**src/rtl/bus_arbiter.sv**
```systemverilog
// Shared RAM bus time-slicer between the 6502 CPU and the Pi SPI bridge.
// A free-running slot counter splits sys_clk into CPU cycles. Each cycle has one
// Pi window (PI_START..PI_START+PI_LEN-1) and one CPU phi2 window
// (CPU_START..SLOTS-1). All bus outputs are registered from the next-slot and
// next-state values, so each output is valid for the whole slot it belongs to.
module bus_arbiter #(
  parameter int SLOTS     = 16,
  parameter int PI_START  = 2,
  parameter int PI_LEN    = 4,
  parameter int CPU_START = 8
) (
  input  logic        sys_clk,
  input  logic        reset,
  input  logic        pi_pending,
  input  logic [16:0] pi_addr,
  input  logic        pi_rw_b,
  input  logic [7:0]  pi_wr_data,
  output logic        pi_done,
  output logic [7:0]  pi_rd_data,
  input  logic [15:0] cpu_addr,
  input  logic        cpu_rw_b,
  input  logic [7:0]  cpu_wr_data,
  output logic        cpu_phi2,
  output logic [16:0] ram_addr,
  output logic        ram_oe_n,
  output logic        ram_we_n,
  input  logic [7:0]  ram_din,
  output logic [7:0]  ram_dout,
  output logic        ram_dout_oe
);

  localparam int SW = $clog2(SLOTS);
  localparam logic [SW-1:0] S_LAST     = SW'(SLOTS - 1);
  localparam logic [SW-1:0] S_PI_PRE   = SW'((PI_START == 0) ? SLOTS - 1 : PI_START - 1);
  localparam logic [SW-1:0] S_PI_START = SW'(PI_START);
  localparam logic [SW-1:0] S_PI_LAST  = SW'(PI_START + PI_LEN - 1);
  localparam logic [SW-1:0] S_CPU      = SW'(CPU_START);

  typedef enum logic [1:0] {IDLE, PI_ACCESS, DONE} state_t;

  state_t        state, state_nxt;
  logic [SW-1:0] slot, slot_nxt;
  logic          grant;

  // Pi request captured at grant so the window is immune to bridge changes
  logic [16:0] p_addr;
  logic        p_rw;
  logic [7:0]  p_wd;
  logic [16:0] a_pi;
  logic        rw_pi;
  logic [7:0]  wd_pi;

  logic        pi_win, cpu_win, pi_strobe, cpu_strobe;
  logic        phi2_nxt, oe_nxt, we_nxt, doe_nxt;
  logic [16:0] addr_nxt;
  logic [7:0]  dout_nxt;

  // Grant only from IDLE on the slot just before the Pi window
  assign grant = (state == IDLE) && (slot == S_PI_PRE) && pi_pending && !pi_done;

  // Slot counter: explicit compare-and-clear so SLOTS need not be a power of 2
  always_comb begin
    slot_nxt = (slot == S_LAST) ? '0 : slot + 1'b1;
  end

  // Slot counter register
  always_ff @(posedge sys_clk or posedge reset) begin
    if (reset) slot <= '0;
    else       slot <= slot_nxt;
  end

  // FSM state register
  always_ff @(posedge sys_clk or posedge reset) begin
    if (reset) state <= IDLE;
    else       state <= state_nxt;
  end

  // FSM next state: a started window always runs to completion
  always_comb begin
    state_nxt = state;
    case (state)
      IDLE:      if (grant) state_nxt = PI_ACCESS;
      PI_ACCESS: if (slot == S_PI_LAST) state_nxt = DONE;
      DONE:      if (!pi_pending) state_nxt = IDLE;
      default:   state_nxt = IDLE;
    endcase
  end

  // Latch the Pi request at grant
  always_ff @(posedge sys_clk or posedge reset) begin
    if (reset) begin
      p_addr <= '0;
      p_rw   <= 1'b1;
      p_wd   <= '0;
    end else if (grant) begin
      p_addr <= pi_addr;
      p_rw   <= pi_rw_b;
      p_wd   <= pi_wr_data;
    end
  end

  // On the grant edge the latch is not yet loaded, so take the live request
  always_comb begin
    a_pi  = grant ? pi_addr    : p_addr;
    rw_pi = grant ? pi_rw_b    : p_rw;
    wd_pi = grant ? pi_wr_data : p_wd;
  end

  // Next-slot bus values; write strobes are inset one slot from each window edge
  always_comb begin
    pi_win     = (state_nxt == PI_ACCESS);
    cpu_win    = (slot_nxt >= S_CPU);
    pi_strobe  = (slot_nxt > S_PI_START) && (slot_nxt < S_PI_LAST);
    cpu_strobe = (slot_nxt > S_CPU) && (slot_nxt < S_LAST);
    phi2_nxt   = 1'b0;
    oe_nxt     = 1'b1;
    we_nxt     = 1'b1;
    doe_nxt    = 1'b0;
    addr_nxt   = ram_addr;
    dout_nxt   = ram_dout;
    if (pi_win) begin
      addr_nxt = a_pi;
      if (rw_pi) begin
        oe_nxt = 1'b0;
      end else begin
        dout_nxt = wd_pi;
        doe_nxt  = 1'b1;
        we_nxt   = !pi_strobe;
      end
    end else if (cpu_win) begin
      phi2_nxt = 1'b1;
      addr_nxt = {1'b0, cpu_addr};
      if (cpu_rw_b) begin
        oe_nxt = 1'b0;
      end else begin
        dout_nxt = cpu_wr_data;
        doe_nxt  = 1'b1;
        we_nxt   = !cpu_strobe;
      end
    end
  end

  // Registered bus outputs; reset drops all strobes immediately
  always_ff @(posedge sys_clk or posedge reset) begin
    if (reset) begin
      cpu_phi2    <= 1'b0;
      ram_oe_n    <= 1'b1;
      ram_we_n    <= 1'b1;
      ram_dout_oe <= 1'b0;
      ram_addr    <= '0;
      ram_dout    <= '0;
    end else begin
      cpu_phi2    <= phi2_nxt;
      ram_oe_n    <= oe_nxt;
      ram_we_n    <= we_nxt;
      ram_dout_oe <= doe_nxt;
      ram_addr    <= addr_nxt;
      ram_dout    <= dout_nxt;
    end
  end

  // Handshake: done tracks DONE state; read data captured on the last window slot
  always_ff @(posedge sys_clk or posedge reset) begin
    if (reset) begin
      pi_done    <= 1'b0;
      pi_rd_data <= '0;
    end else begin
      pi_done <= (state_nxt == DONE);
      if (state == PI_ACCESS && slot == S_PI_LAST && p_rw) pi_rd_data <= ram_din;
    end
  end

endmodule
```
**config.mk**
```make
export PLATFORM = sky130hd
export DESIGN_NAME = bus_arbiter
export DESIGN_NICKNAME = d
export VERILOG_FILES = /design/src/rtl/bus_arbiter.sv
export SDC_FILE = /design/constraint.sdc
export NUM_CORES = 1
export LEC_CHECK = 0
export ABC_CLOCK_PERIOD_IN_PS = 3800
export BUFFER_PORTS_ARGS = -buffer_cell sky130_fd_sc_hd__buf_2
export CORE_AREA = 2 2 79 81
export CTS_CLUSTER_SIZE = 8
export DETAILED_ROUTE_END_ITERATION = 10
export DIE_AREA = 0 0 81 83
export GPL_ROUTABILITY_DRIVEN = 0
export PLACE_DENSITY = 0.89
export SETUP_SLACK_MARGIN = 0.02
export SLEW_MARGIN = 30
export SYNTH_ARGS = -nofsm -noshare
export SYNTH_HDL_FRONTEND = slang
export SYNTH_SLANG_ARGS = --single-unit
```
**constraint.sdc**
```tcl
create_clock -name sys_clk -period 3.8 [get_ports sys_clk]
set_input_delay 0.38 -clock sys_clk [delete_from_list [all_inputs] [get_ports sys_clk]]
set_output_delay 0.38 -clock sys_clk [all_outputs]
set_load 0.1 [all_outputs]
```
==> flow_metrics.py <==
metrics = {
    "logic_synthesis": {
        "syn_inst": 271,
        "synth_async_sr_flop_share_pct": 100,
        "ys.flop_type": "dfrtp_1",
        "ys_ff_latch": 70,
        "syn_area_per_cell_um2": 11.3,
        "synth_edf_count": 0,
        "yosysWarnings": 0,
        "synth_nets": 336,
        "synth.distinct_cells": 37,
        "netlist_area_um2": 3060,
        "ys_seq_area_share_pct": 57.4,
    },
    "cells_and_area": {
        "mostFrequentLayoutCells": "buf_2, nand2_1, dfrtp_1, a221o_1",
        "drive_above_1_share_pct": 38.7,
        "multi_input_area_um2": 1190,
        "n_fill_cell": 468,
        "design_area_um2": 3800,
        "fin_nets": 435,
        "n_antenna_cell": 0,
        "mostFrequentLayoutCell": "buf_2",
        "final_core_utilization_pct": 65.4,
        "seqCellArea_um2": 1760,
        "fin_cells": 450,
        "areaGrowthSynthToFinish_pct": 24.4,
    },
    "min_path": {
        "hp-class": "in2async",
    },
    "die": {
        "rows": 28,
        "die_area_um2": 6720,
        "fp.dieH_um": 83,
        "core_area_um2": 5820,
        "ioPinCount": 100,
        "start_util_pct": 52.6,
        "die-width_um": 81,
    },
    "drt": {
        "finalWirelength_um": 6940,
        "drt_iter0_markers": 216,
        "wl_met2_um": 3400,
        "drt-met1-wl_um": 2890,
        "via_per_inst": 5.38,
        "ant_nets": 0,
        "drtPass1Iterations": 4,
        "routed-via-count": 2421,
        "drcViolationCount": 0,
        "dr_wl_met3_um": 533,
        "highest_layer": "met4",
        "wl_per_cell_um": 15.4,
    },
    "setup_path": {
        "critical_path_arrival_ns": 2.74,
        "cpPeakStageDelay_ns": 0.71,
        "crit_family": "simple AND/OR/NAND/NOR gates",
        "path_buf_inv": 0,
        "cp_max_fo": 20,
        "rr_endpoint": "ram_dout[6]$_DFFE_PP0P_",
        "setup.worst_path.end": "ram_dout[6]$_DFFE_PP0P_",
        "r2r-start": "slot[0]$_DFF_PP0_",
        "cp_cell_sequence": "ha_1 > nand3b_1 > and3b_1 > nor3_4 > a21oi_4 > mux2_2",
        "cp_slowest_cell": "and3b_1",
        "crit_cells": 6,
        "crit_path_end_kind": "flip-flop",
        "cp_data_required_time_ns": 4.03,
        "rrSetupSlack_ns": 1.29,
        "cp-start-kind": "flip-flop",
        "worst-r2r-cell-count": 6,
        "critPathKind": "reg2reg",
        "critPathLaunch": "slot[0]$_DFF_PP0_",
    },
    "sta": {
        "maxClockFrequency_mhz": 398,
        "worstMarginPinSlew_ns": 0.807,
        "skew_ns": 0.00854,
        "min_period_ns": 2.51,
        "slew_headroom_pct": 46.2,
        "hold_viol": 0,
        "slew_viol_final": 0,
        "setup_viol": 0,
        "rsz0062_at_grt": "no",
        "fin_setup_tns_ns": 0,
        "post-route-worst-setup-slack_ns": 1.29,
        "min_period_over_period_pct": 66.0,
    },
    "placed_design": {
        "pre_cts_ws_ns": 1.30,
        "dpl-instance-area_um2": 3590,
        "dp.cells": 434,
        "hpwl_um": 4900,
        "io_buffer_count": 99,
    },
    "cts": {
        "root_buffer": "clkbuf_8",
        "path_clk_slew_ns": 0.08,
        "h-tree-depth": 3,
        "cts_resized": 0,
        "hold_buffers": 0,
        "postCtsSetupRepairBufs": 0,
        "insertion_delay_ns": 0.34,
        "cts-buffers-inserted": 9,
        "cts_max_path_buffers": 2,
        "cts_tree": "done",
        "cts_sinks": 70,
    },
    "global_route": {
        "overflow": 0,
        "grt_pass1_vias": 2398,
        "antenna_found_initial": 0,
        "grt_first_pass_wirelength_um": 11300,
        "grt_usage_pct": 21.8,
        "grt_max_degree": 52,
    },
    "pwr": {
        "ir_worst_vdd_mv": 0.277,
        "p_per_area_nw_per_um2": 473,
        "leakage_nw": 2.04,
    },
    "status": {
        "outcome": "finished, final reports clean",
    },
    "job": {
        "max_cap_viol_count": 0,
    },
}
[report_power, final]
part | total, mW | internal (mW) | switching, mW
Combinational | 0.364 | 0.0871 | 0.277
Clock | 0.613 | 0.324 | 0.289
Sequential | 0.819 | 0.792 | 0.0270
Total | 1.80 | 1.20 | 0.593
[cell usage after synthesis (all sizes together) (3+ instances only)]
cell type  number  share of area (%)
nor3            3               0.86
inv             8               0.98
nand2          77                9.5
a22o           16                4.6
mux2i           8                2.6
o21ai           9                1.5
a21o            3               0.74
dfstp           3                2.6
a221o          17                5.6
ha              3                1.2
dfrtp          67                 55
mux2           16                5.9
buf            13                2.5
a21oi           4                1.0
[metal layers]
metal	track usage, %	vias to the layer above
met1	28.4	1169
met3	6.09	10
met4	9.24	0
met5	0	-
met2	33.9	94
li1	-	1148
[layout make-up]
type | count | area share, %
clock buffer | 10 | 3.62
clock inverter | 6 | 1.84
inverter | 8 | 0.790
multi-input combinational | 178 | 31.3
sequential | 70 | 46.2
tap | 75 | 2.47
timing repair buffer | 103 | 13.8
[kinds of logic after synthesis]
group	Yosys count	share of synthesized area, %
AND/OR/NAND/NOR	96	14.0
AO/OA/AOI/OAI	54	14.9
multiplexers	24	8.51
flip-flops	70	57.4
adder cells (fa/ha/maj)	3	1.23
buffers and inverters	23	3.72
XOR/XNOR	1	0.287
[flip-flops by register name, summed over array words and instances (netlist names), 2 cells and up]
name / cells
ram_addr: 17
p_addr: 17
p_wd: 8
pi_rd_data: 8
slot: 4
ram_dout: 8
state: 2
[worst min path at each step]
stage / from / endpoint / slack (ns)
5_1_grt: reset / pi_rd_data[2]$_DFFE_PP0P_ / 0.14
4_1_cts: reset / pi_rd_data[2]$_DFFE_PP0P_ / 0.11
2_1_floorplan: p_wd[0]$_DFF_PP0_ / p_wd[0]$_DFF_PP0_ / 0.45
3_3_place_gp: p_wd[7]$_DFF_PP0_ / p_wd[7]$_DFF_PP0_ / 0.46
3_5_place_dp: p_wd[7]$_DFF_PP0_ / p_wd[7]$_DFF_PP0_ / 0.46
6_report: reset / pi_rd_data[2]$_DFFE_PP0P_ / 0.09
[metrics by stage]
step | total power, mW | hold slack (ns)
finish | 1.80 | 0.0899
global placement | 1.19 | 0.456
CTS | 1.81 | 0.106
floorplan | 1.11 | 0.445
global route | 1.88 | 0.136
detailed placement | 1.20 | 0.462
Note: power is estimated with default switching activity, not from simulation.
